## src/rtl/fft_frame_loader_pkg.sv

```systemverilog
// Shared definitions for the ADC-to-FFT frame loader: defaults, complex word
// layout, reader state encoding and the bit-reversal helper.
package fft_frame_loader_pkg;

   localparam int unsigned DEF_DATA_W       = 12;
   localparam int unsigned DEF_FFT_LEN_LOG2 = 4;
   localparam int unsigned MAX_LEN_LOG2     = 10;

   // Complex word layout: half index of re and im within {upper, lower}.
   localparam int unsigned CPLX_RE_HALF = 1;
   localparam int unsigned CPLX_IM_HALF = 0;

   typedef enum logic {
      StIdle,
      StDrain
   } rd_state_e;

   // Reverse the low n bits of idx; bits at and above n must be zero.
   function automatic logic [MAX_LEN_LOG2-1:0] bitrev(input logic [MAX_LEN_LOG2-1:0] idx,
                                                     input int unsigned n);
      logic [MAX_LEN_LOG2-1:0] full;
      full = {<<{idx}};
      return full >> (MAX_LEN_LOG2 - n);
   endfunction

endpackage

```

## src/rtl/fft_frame_loader_frame_bank_ram.sv

```systemverilog
// Two-bank frame store: one synchronous write port, one asynchronous read port.
// The bank select is the MSB of each address.
module fft_frame_loader_frame_bank_ram #(
   parameter int unsigned DATA_W = 12,
   parameter int unsigned ADDR_W = 5
) (
   input  logic              i_clk,
   input  logic              i_we,
   input  logic [ADDR_W-1:0] i_waddr,
   input  logic [DATA_W-1:0] i_wdata,
   input  logic [ADDR_W-1:0] i_raddr,
   output logic [DATA_W-1:0] o_rdata
);

   logic [DATA_W-1:0] r_mem [2**ADDR_W];

   always_ff @(posedge i_clk) begin
      if (i_we) begin
         r_mem[i_waddr] <= i_wdata;
      end
   end

   assign o_rdata = r_mem[i_raddr];

endmodule

```

## src/rtl/fft_frame_loader.sv

```systemverilog
// Assembles conditioned ADC samples into ping-pong frames and streams each full
// frame to the FFT core in bit-reversed or natural order, counting overrun drops.
module fft_frame_loader
   import fft_frame_loader_pkg::*;
#(
   parameter int unsigned DATA_W       = DEF_DATA_W,
   parameter int unsigned FFT_LEN_LOG2 = DEF_FFT_LEN_LOG2,
   parameter bit          BIT_REVERSE  = 1'b1,
   parameter bit          OFFSET_BIN   = 1'b1,
   parameter int unsigned SHIFT        = 1,
   parameter int unsigned DROP_W       = 16
) (
   input  logic                clk,
   input  logic                reset_n,
   input  logic                flush,
   input  logic                s_valid,
   input  logic [DATA_W-1:0]   s_data,
   output logic                m_valid,
   input  logic                m_ready,
   output logic [2*DATA_W-1:0] m_data,
   output logic                m_sof,
   output logic                m_eof,
   output logic                drop_pulse,
   output logic [DROP_W-1:0]   drop_cnt
);

   localparam int unsigned AW = FFT_LEN_LOG2;
   localparam logic [AW-1:0] LAST_IDX = '1;

   logic [DATA_W-1:0]   w_x;
   logic [DATA_W-1:0]   w_re;
   logic [DATA_W-1:0]   w_rd_data;
   logic [AW-1:0]       w_rd_addr;

   rd_state_e           r_state, w_state_d;
   logic                r_wr_bank, w_wr_bank_d;
   logic                r_rd_bank, w_rd_bank_d;
   logic [AW-1:0]       r_wr_idx, w_wr_idx_d;
   logic [AW-1:0]       r_rd_idx, w_rd_idx_d;
   logic [1:0]          r_bank_full, w_bank_full_d;
   logic [1:0]          w_set, w_clr;
   logic                r_m_valid, w_m_valid_d;
   logic                r_m_sof, w_m_sof_d;
   logic                r_m_eof, w_m_eof_d;
   logic [2*DATA_W-1:0] r_m_data, w_m_data_d;
   logic                r_drop_pulse;
   logic [DROP_W-1:0]   r_drop_cnt, w_drop_cnt_d;
   logic                w_wr_en, w_drop, w_slot_free;

   assign w_x  = s_data ^ {OFFSET_BIN, {(DATA_W-1){1'b0}}};
   assign w_re = $signed(w_x) >>> SHIFT;

   // A sample coinciding with flush is discarded without counting as a drop.
   assign w_wr_en     = s_valid & ~flush & ~r_bank_full[r_wr_bank];
   assign w_drop      = s_valid & ~flush &  r_bank_full[r_wr_bank];
   assign w_slot_free = ~r_m_valid | m_ready;
   assign w_rd_addr   = BIT_REVERSE ? AW'(bitrev(MAX_LEN_LOG2'(r_rd_idx), AW)) : r_rd_idx;

   fft_frame_loader_frame_bank_ram #(
      .DATA_W (DATA_W),
      .ADDR_W (AW + 1)
   ) u_frame_bank_ram (
      .i_clk   (clk),
      .i_we    (w_wr_en),
      .i_waddr ({r_wr_bank, r_wr_idx}),
      .i_wdata (w_re),
      .i_raddr ({r_rd_bank, w_rd_addr}),
      .o_rdata (w_rd_data)
   );

   always_comb begin
      w_wr_idx_d   = r_wr_idx;
      w_wr_bank_d  = r_wr_bank;
      w_set        = '0;
      w_drop_cnt_d = r_drop_cnt;
      if (w_wr_en) begin
         w_wr_idx_d = r_wr_idx + 1'b1;
         if (r_wr_idx == LAST_IDX) begin
            w_set[r_wr_bank] = 1'b1;
            w_wr_bank_d      = ~r_wr_bank;
         end
      end
      if (w_drop && (r_drop_cnt != '1)) begin
         w_drop_cnt_d = r_drop_cnt + 1'b1;
      end
      if (flush) begin
         w_wr_idx_d  = '0;
         w_wr_bank_d = 1'b0;
      end
   end

   always_comb begin
      w_state_d   = r_state;
      w_rd_idx_d  = r_rd_idx;
      w_rd_bank_d = r_rd_bank;
      w_clr       = '0;
      w_m_valid_d = r_m_valid;
      w_m_data_d  = r_m_data;
      w_m_sof_d   = r_m_sof;
      w_m_eof_d   = r_m_eof;
      unique case (r_state)
         StIdle: begin
            if (m_ready) begin
               w_m_valid_d = 1'b0;
            end
            if (r_bank_full[r_rd_bank]) begin
               w_rd_idx_d = '0;
               w_state_d  = StDrain;
            end
         end
         StDrain: begin
            if (w_slot_free) begin
               w_m_valid_d = 1'b1;
               w_m_data_d[CPLX_RE_HALF*DATA_W +: DATA_W] = w_rd_data;
               w_m_data_d[CPLX_IM_HALF*DATA_W +: DATA_W] = '0;
               w_m_sof_d   = (r_rd_idx == '0);
               w_m_eof_d   = (r_rd_idx == LAST_IDX);
               w_rd_idx_d  = r_rd_idx + 1'b1;
               if (r_rd_idx == LAST_IDX) begin
                  w_clr[r_rd_bank] = 1'b1;
                  w_rd_bank_d      = ~r_rd_bank;
                  w_state_d        = StIdle;
               end
            end
         end
         default: w_state_d = StIdle;
      endcase
      if (flush) begin
         w_state_d   = StIdle;
         w_rd_idx_d  = '0;
         w_rd_bank_d = 1'b0;
         w_m_valid_d = 1'b0;
         w_m_sof_d   = 1'b0;
         w_m_eof_d   = 1'b0;
      end
   end

   // Writer and reader never target the same bank, so set and clear compose freely.
   always_comb begin
      w_bank_full_d = (r_bank_full | w_set) & ~w_clr;
      if (flush) begin
         w_bank_full_d = '0;
      end
   end

   always_ff @(posedge clk or negedge reset_n) begin
      if (!reset_n) begin
         r_state      <= StIdle;
         r_wr_bank    <= 1'b0;
         r_rd_bank    <= 1'b0;
         r_wr_idx     <= '0;
         r_rd_idx     <= '0;
         r_bank_full  <= '0;
         r_m_valid    <= 1'b0;
         r_m_data     <= '0;
         r_m_sof      <= 1'b0;
         r_m_eof      <= 1'b0;
         r_drop_pulse <= 1'b0;
         r_drop_cnt   <= '0;
      end else begin
         r_state      <= w_state_d;
         r_wr_bank    <= w_wr_bank_d;
         r_rd_bank    <= w_rd_bank_d;
         r_wr_idx     <= w_wr_idx_d;
         r_rd_idx     <= w_rd_idx_d;
         r_bank_full  <= w_bank_full_d;
         r_m_valid    <= w_m_valid_d;
         r_m_data     <= w_m_data_d;
         r_m_sof      <= w_m_sof_d;
         r_m_eof      <= w_m_eof_d;
         r_drop_pulse <= w_drop;
         r_drop_cnt   <= w_drop_cnt_d;
      end
   end

   assign m_valid    = r_m_valid;
   assign m_data     = r_m_data;
   assign m_sof      = r_m_sof;
   assign m_eof      = r_m_eof;
   assign drop_pulse = r_drop_pulse;
   assign drop_cnt   = r_drop_cnt;

endmodule

```

## config.mk

```make
export PLATFORM = sky130hd
export DESIGN_NAME = fft_frame_loader
export DESIGN_NICKNAME = d
export VERILOG_FILES = /design/src/rtl/fft_frame_loader_pkg.sv /design/src/rtl/fft_frame_loader_frame_bank_ram.sv /design/src/rtl/fft_frame_loader.sv
export SDC_FILE = /design/constraint.sdc
export NUM_CORES = 1
export LEC_CHECK = 0
export ABC_AREA = 0
export BUFFER_PORTS_ARGS = -buffer_cell sky130_fd_sc_hd__buf_2
export CORE_UTILIZATION = 56
export CTS_CLUSTER_SIZE = 20
export DETAILED_ROUTE_END_ITERATION = 10
export PLACE_DENSITY_LB_ADDON = 0.25
export SLEW_MARGIN = 20
export SYNTH_ARGS = -nofsm -noshare
export SYNTH_HDL_FRONTEND = slang
export SYNTH_HIERARCHICAL = 1
export SYNTH_SLANG_ARGS = --single-unit
```

## constraint.sdc

```tcl
create_clock -name clk -period 2.9 [get_ports clk]
set_input_delay 0.29 -clock clk [delete_from_list [all_inputs] [get_ports clk]]
set_output_delay 0.29 -clock clk [all_outputs]
set_load 0.02 [all_outputs]
```

==> impl_metrics.ini, run 1 <==
[sta]
final.setup.tns_ps = 0
max-slew-margin-rel = 0.391
finalWorstPathRequiredPeriod_ps = 2580
report.final.slew_viol_count = 0
final-setup-viol-count = 0
finClkSkew_ps = 15.7
timing.final.hold_violations = 0
tightest_slew_ps = 908
timing.fmax_ghz = 0.388
layout_worst_path_cycle_share = 0.889
rsz0062_at_grt = false

[detailed_routing]
detail_route.iter0.violations = 835
wl_per_cell_um = 22.6
dr_total_vias = 9354
post-route-drc-count = 0
detail_route.wirelength_um = 35900
firstDrtPassIters = 7
detail-route-antenna-nets = 0
route.detailed.vias_per_inst = 5.91

[clock_network]
post-cts-setup-buffers = 0
clock_latency_on_the_worst_skew_pair_ps = 540
cts_made_buffers = 43
cts.reportedPaths.clkPinSlew_ps = 60
tritoncts_clock_tree = done
cts_max_level = 2
cts_num_sinks = 429
cts.path.max_buffers = 3
clock_tree.root_cell = sky130_fd_sc_hd__clkbuf_16

[critical_path]
critical_path_peak_fanout = 17
crit_path_launch = r_rd_idx[2]
timing.critical_path.from_type = flip-flop
crit_arrival_ps = 3000
kind_of_critical_path = reg2reg
worstPathRequired_ps = 3320
startpoint_of_the_worst_register_to_register_path = r_rd_idx[2]
worst_setup_path_end_kind = flip-flop

[global_routing]
grt_antenna_before_repair = 0
overflow = 0
total_routing_usage_reported_by_global_routing = 0.228
via_count_of_the_first_global_routing_pass = 9077
grt_start_max_net_pins = 64
grt_pass1_wl_um = 53200

[power]
vdd.ir_drop.worst_mv = 0.458
sequentialPowerShare = 0.530
power_density_mw_per_mm2 = 646
p_sw_mw = 2.44
intPower_mw = 10.3
p_leak_nw = 6.63
clockPowerShare = 0.453
swShare = 0.191
p_comb_frac = 0.016

[floorplanning]
die_height_um = 179
die-width_um = 179
number_of_rows_in_the_core_area = 64
coreArea_mm2 = 0.0307
full_die_area_mm2 = 0.0319
floorplan.initialDensity = 0.570
io_pins = 61

[layout]
insertedDiodeCount = 0
final.fill_count = 2106
areaGrowthSynthToFinish_pct = 13.1
num-nets-final = 1174
post-route-cell-area_mm2 = 0.0198
layout.cells.most_common_list = sky130_fd_sc_hd__edfxtp_1, sky130_fd_sc_hd__mux2i_1, sky130_fd_sc_hd__buf_4
post_route_cells_drive_above_1_share = 0.179
final-seq-area_mm2 = 0.0127
area_of_combinational_cells_with_multiple_inputs_mm2 = 0.00433
mostFrequentLayoutCell = sky130_fd_sc_hd__edfxtp_1

[worst_hold_path]
hold_path_start = flush
min-delay-path-class = in2reg

[synthesis]
flop_and_latch_count_out_of_synthesis = 429
syn-cell-area_mm2 = 0.0175
syn-instance-count = 1053
synth.largest_area_cell = sky130_fd_sc_hd__edfxtp_1
synth_async_sr_flop_share = 0.105
synthDistinctLibCells = 48
syn_area_per_cell_um2 = 16.6
synth-edff-count = 384
synth_top_cell_area_share = 0.660
ys_top_cells_by_area = sky130_fd_sc_hd__edfxtp_1, sky130_fd_sc_hd__mux2i_1, sky130_fd_sc_hd__dfrtp_1
synth_ff_type = sky130_fd_sc_hd__edfxtp_1
ys_warn_count = 6
synth-seq-area-share = 0.724

[place]
rd_place_congestion = 0.815
port-buffer-count = 47
detailed_place_hpwl_um = 21500
placed_cell_area_mm2 = 0.0183

[outcome]
status = completed

[run]
cap_viol_max_count = 0
-- per-layer routing --
metal  global-route usage  routed length, um  part of all wire
met3               0.0331               2090             0.058
met1                0.326              15600              0.44
met5                    0                  0                 0
met2                0.365              17300              0.48
met4               0.0706                842             0.023
-- power groups by stage --
stage | Combinational, mW | Sequential, mW | Clock [mW]
after floorplan | 0.0842 | 6.90 | 0
after global placement | 0.204 | 6.90 | 0
after detailed placement | 0.211 | 6.90 | 0
after CTS | 0.213 | 6.77 | 5.87
after global routing | 0.231 | 6.77 | 6.12
final | 0.210 | 6.77 | 5.78
-- cell families after synthesis --
logic type	synth area share
other	0.000215
and+or+nand+nor	0.0605
xor gates and xnor gates	0.0105
adders and majority gates	0.00286
buffers and inverters	0.0322
DFF	0.724
AOI/OAI and AO/OA	0.0487
muxes	0.121
-- cell usage after synthesis, types with 3 or more instances --
cell	n
sky130_fd_sc_hd__mux2_2	14
sky130_fd_sc_hd__nand3b_1	6
sky130_fd_sc_hd__clkbuf_1	12
sky130_fd_sc_hd__nor2_1	49
sky130_fd_sc_hd__a21oi_1	28
sky130_fd_sc_hd__buf_4	19
sky130_fd_sc_hd__a22o_1	24
sky130_fd_sc_hd__ha_1	4
sky130_fd_sc_hd__a31oi_1	12
sky130_fd_sc_hd__xor2_1	18
sky130_fd_sc_hd__nor4b_1	4
sky130_fd_sc_hd__buf_6	7
sky130_fd_sc_hd__or3b_2	3
sky130_fd_sc_hd__dfrtp_1	45
sky130_fd_sc_hd__a22oi_1	48
sky130_fd_sc_hd__nor4_2	4
sky130_fd_sc_hd__buf_12	8
sky130_fd_sc_hd__edfxtp_1	384
sky130_fd_sc_hd__nand2b_1	4
sky130_fd_sc_hd__nand2_1	42
sky130_fd_sc_hd__nand4_1	18
sky130_fd_sc_hd__inv_1	6
sky130_fd_sc_hd__and3_1	5
sky130_fd_sc_hd__nor4_4	3
sky130_fd_sc_hd__nor3_1	16
sky130_fd_sc_hd__o21ai_0	3
sky130_fd_sc_hd__xnor2_1	3
sky130_fd_sc_hd__buf_2	16
sky130_fd_sc_hd__nand3_1	32
sky130_fd_sc_hd__mux2i_1	194
-- path summary, 6_finish.rpt --
path | end | slack, ps | cells past startpoint
hold reg to reg | drop_cnt[10] | 510 | 1
max in group asynchronous | m_data[20] | 1840 | 3
hold / removal | m_sof | 80 | 2
setup / recovery | m_data[22] | 320 | 6
setup reg to reg | m_data[22] | 320 | 6
min in group asynchronous | drop_cnt[7] | 290 | 2
-- layout make-up --
class	instances	share of cell area
clock buffer	50	0.0573
clock inverter	30	0.0184
multi-input combinational	564	0.219
inverter	6	0.00114
timing repair buffer	109	0.0387
tap	396	0.0251
sequential	429	0.640
-- what timing repair did --
action | 4_1_cts | 5_1_grt
hold buffers | 1 | 0
resized for setup | 0 | 0
endpoints found under the hold margin | 27 | 0
-- worst max-delay path, cell delays in order, from the launching register on --
cell                      delay, ps
sky130_fd_sc_hd__dfrtp_1        580
sky130_fd_sc_hd__nor2b_4        580
sky130_fd_sc_hd__buf_4          280
sky130_fd_sc_hd__a22oi_1        150
sky130_fd_sc_hd__a31oi_1        450
sky130_fd_sc_hd__nand3_1        120
sky130_fd_sc_hd__mux2_2         280
-- sequential cells by signal, indices dropped and copies added, names as in the netlist --
| register | count |
|---|---|
| r_rd_idx | 4 |
| r_rd_bank | 1 |
| m_eof | 1 |
| r_bank_full | 2 |
| m_valid | 1 |
| r_wr_idx | 4 |
| drop_pulse | 1 |
| m_data | 12 |
| m_sof | 1 |
| drop_cnt | 16 |
| u_frame_bank_ram/r_mem | 384 |
| r_state | 1 |
| r_wr_bank | 1 |
-- stage by stage --
stage | setup slack, ps | util | total power, mW | hold slack, ps | std cells
after detailed placement | 354 | 0.595 | 7.11 | 342 | 1503
final | 322 | 0.645 | 12.8 | 81.4 | 1584
after CTS | 265 | 0.645 | 12.9 | 63.0 | 1584
after global placement | 387 | 0.595 | 7.10 | 342 | 1503
after global routing | 227 | 0.645 | 13.1 | 83.3 | 1584
after floorplan | 186 | - | 6.98 | -5.59 | 1064
Note: power is estimated with default switching activity, not from simulation.
==> run 2, diff against run 1 <==
Settings changed: CORE_MARGIN set to 2.
==> run 2 against run 1 <==
  * Combinational power is 2% higher
  * Critical endpoint is now m_data[20]
  * Die area up 2.3%
  * Via count is 0.82% higher
  * Highest routed layer unchanged
  * Flip-flop and latch count is the same
  * Global-route usage is 0.37 points lower
  * Sequential share of layout area up 0.80 points
  * Critical path depth did not move
==> impl_metrics.ini, run 2 (synthesis gave the netlist of run 1 again) <==
[outcome]
status = completed

[power]
intPower_mw = 9.64
p_leak_nw = 6.51
power_density_mw_per_mm2 = 612
p_comb_frac = 0.018
p_sw_mw = 2.31
clockPowerShare = 0.415
swShare = 0.193
sequentialPowerShare = 0.567
vdd.ir_drop.worst_mv = 0.458

[clock_network]
cts.path.max_buffers = 3
cts_max_level = 2
cts_made_buffers = 42
post-cts-setup-buffers = 0
clock_latency_on_the_worst_skew_pair_ps = 530
tritoncts_clock_tree = done
clock_tree.root_cell = sky130_fd_sc_hd__clkbuf_16
post_cts.resized_instances = 0
cts_num_sinks = 429
cts.reportedPaths.clkPinSlew_ps = 60

[critical_path]
worst-path-buf-inv = 1
crit_arrival_ps = 2870
timing.critical_path.from_type = flip-flop
worst_setup_path_end_kind = flip-flop
worstRegToRegCells = 6
worstPathRequired_ps = 3310
crit_family = simple AND/OR/NAND/NOR gates
critPathMaxStageDelay_ps = 570
timing.critical_path.cells = nor2b_4 > buf_4 > a22oi_1 > a31oi_1 > nand3_1 > mux2_2
critical_path_peak_fanout = 18
worstReg2RegEnd = m_data[20]
startpoint_of_the_worst_register_to_register_path = r_rd_idx[1]
kind_of_critical_path = reg2reg
worst-r2r-setup-slack_ps = 440
cp_slowest_cell = sky130_fd_sc_hd__nor2b_4

[sta]
final-setup-viol-count = 0
finalWorstPathRequiredPeriod_ps = 2460
timing.fmax_ghz = 0.407
timing.final.hold_violations = 0
finClkSkew_ps = 14.5
rsz0062_at_grt = false
layout_worst_path_cycle_share = 0.848
tightest_slew_ps = 1030
max-slew-margin-rel = 0.311
report.final.slew_viol_count = 0
final.setup.tns_ps = 0

[place]
port-buffer-count = 47
detailed_place_hpwl_um = 21900
rd_place_congestion = 0.766
placed_cell_area_mm2 = 0.0183

[layout]
insertedDiodeCount = 0
largest_reg_flops = 384
post_route_cells_drive_above_1_share = 0.165
num-nets-final = 1174
final.fill_count = 2179
post-route-cell-area_mm2 = 0.0195
mostFrequentLayoutCell = sky130_fd_sc_hd__edfxtp_1
areaGrowthSynthToFinish_pct = 11.7
layout.cells.most_common_list = sky130_fd_sc_hd__edfxtp_1, sky130_fd_sc_hd__mux2i_1, sky130_fd_sc_hd__buf_4
max_flop_register = u_frame_bank_ram/r_mem

[detailed_routing]
firstDrtPassIters = 7
wl_per_cell_um = 23.1
post-route-drc-count = 0
detail_route.wirelength_um = 36500
dr_total_vias = 9431
route.detailed.vias_per_inst = 5.97
detail-route-antenna-nets = 0
detail_route.iter0.violations = 802

[worst_hold_path]
whs_endpoint = r_rd_idx[0]
hold_path_start = flush
min_delay_path_depth = 2
min-delay-path-class = in2reg

[floorplanning]
die-width_um = 181
io_pins = 61
number_of_rows_in_the_core_area = 64
full_die_area_mm2 = 0.0326
coreArea_mm2 = 0.0307
floorplan.initialDensity = 0.570
die_height_um = 181

[global_routing]
overflow = 0
grt_antenna_before_repair = 0
grt_start_max_net_pins = 49
via_count_of_the_first_global_routing_pass = 9330
grt_pass1_wl_um = 55500
total_routing_usage_reported_by_global_routing = 0.225

[run]
cap_viol_max_count = 0
-- run 2: cell type report --
class | instances | area [um^2] | share of cell area
Sequential cell | 429 | 12700 | 0.649
Multi-Input combinational cell | 564 | 4330 | 0.222
Clock buffer | 60 | 1150 | 0.0589
Timing Repair Buffer | 110 | 773 | 0.0396
Tap cell | 396 | 495 | 0.0254
Clock inverter | 15 | 93.8 | 0.00481
Inverter | 6 | 22.5 | 0.00115
-- run 2: repair_timing --
action	CTS	global route
endpoints found under the hold margin	28	0
hold buffers	1	0
setup endpoints to repair	0	0
-- run 2: power groups by stage --
stage | clock network [mW] | registers [mW] | logic [mW]
after floorplan | 0 | 6.90 | 0.0842
final | 4.96 | 6.77 | 0.214
after global placement | 0 | 6.90 | 0.207
after CTS | 5.04 | 6.77 | 0.220
after detailed placement | 0 | 6.90 | 0.218
after global routing | 5.32 | 6.77 | 0.233
-- run 2: metal layers --
metal | vias up | routed length [um] | track usage
li1 | 4281 | - | -
met1 | 4812 | 15600 | 0.321
met2 | 299 | 18000 | 0.366
met3 | 39 | 2320 | 0.0344
met4 | 0 | 650 | 0.0565
met5 | - | 0 | 0
-- run 2: worst max-delay path by stage --
stage / startpoint / endpoint / slack [ps] / depth (start not counted)
after floorplan: r_wr_bank / u_frame_bank_ram/r_mem[0][0] / 190 / 5
after global placement: r_rd_idx[1] / m_data[19] / 440 / 6
after detailed placement: r_rd_idx[1] / m_data[20] / 400 / 6
after CTS: r_rd_idx[1] / m_data[20] / 400 / 6
after global routing: r_bank_full[0] / u_frame_bank_ram/r_mem[27][2] / 240 / 5
final: r_rd_idx[1] / m_data[20] / 440 / 6
-- run 2: stage by stage --
stage                     hold slack (ps)  utilization  power [mW]  worst slack [ps]  instances
after floorplan                     -5.59            -        6.98               186       1064
after global placement                358        0.596        7.10               444       1504
after detailed placement              353        0.596        7.12               404       1504
after CTS                            79.3        0.637        12.0               396       1580
after global routing                  108        0.637        12.3               240       1580
final                                92.0        0.637        11.9               441       1580
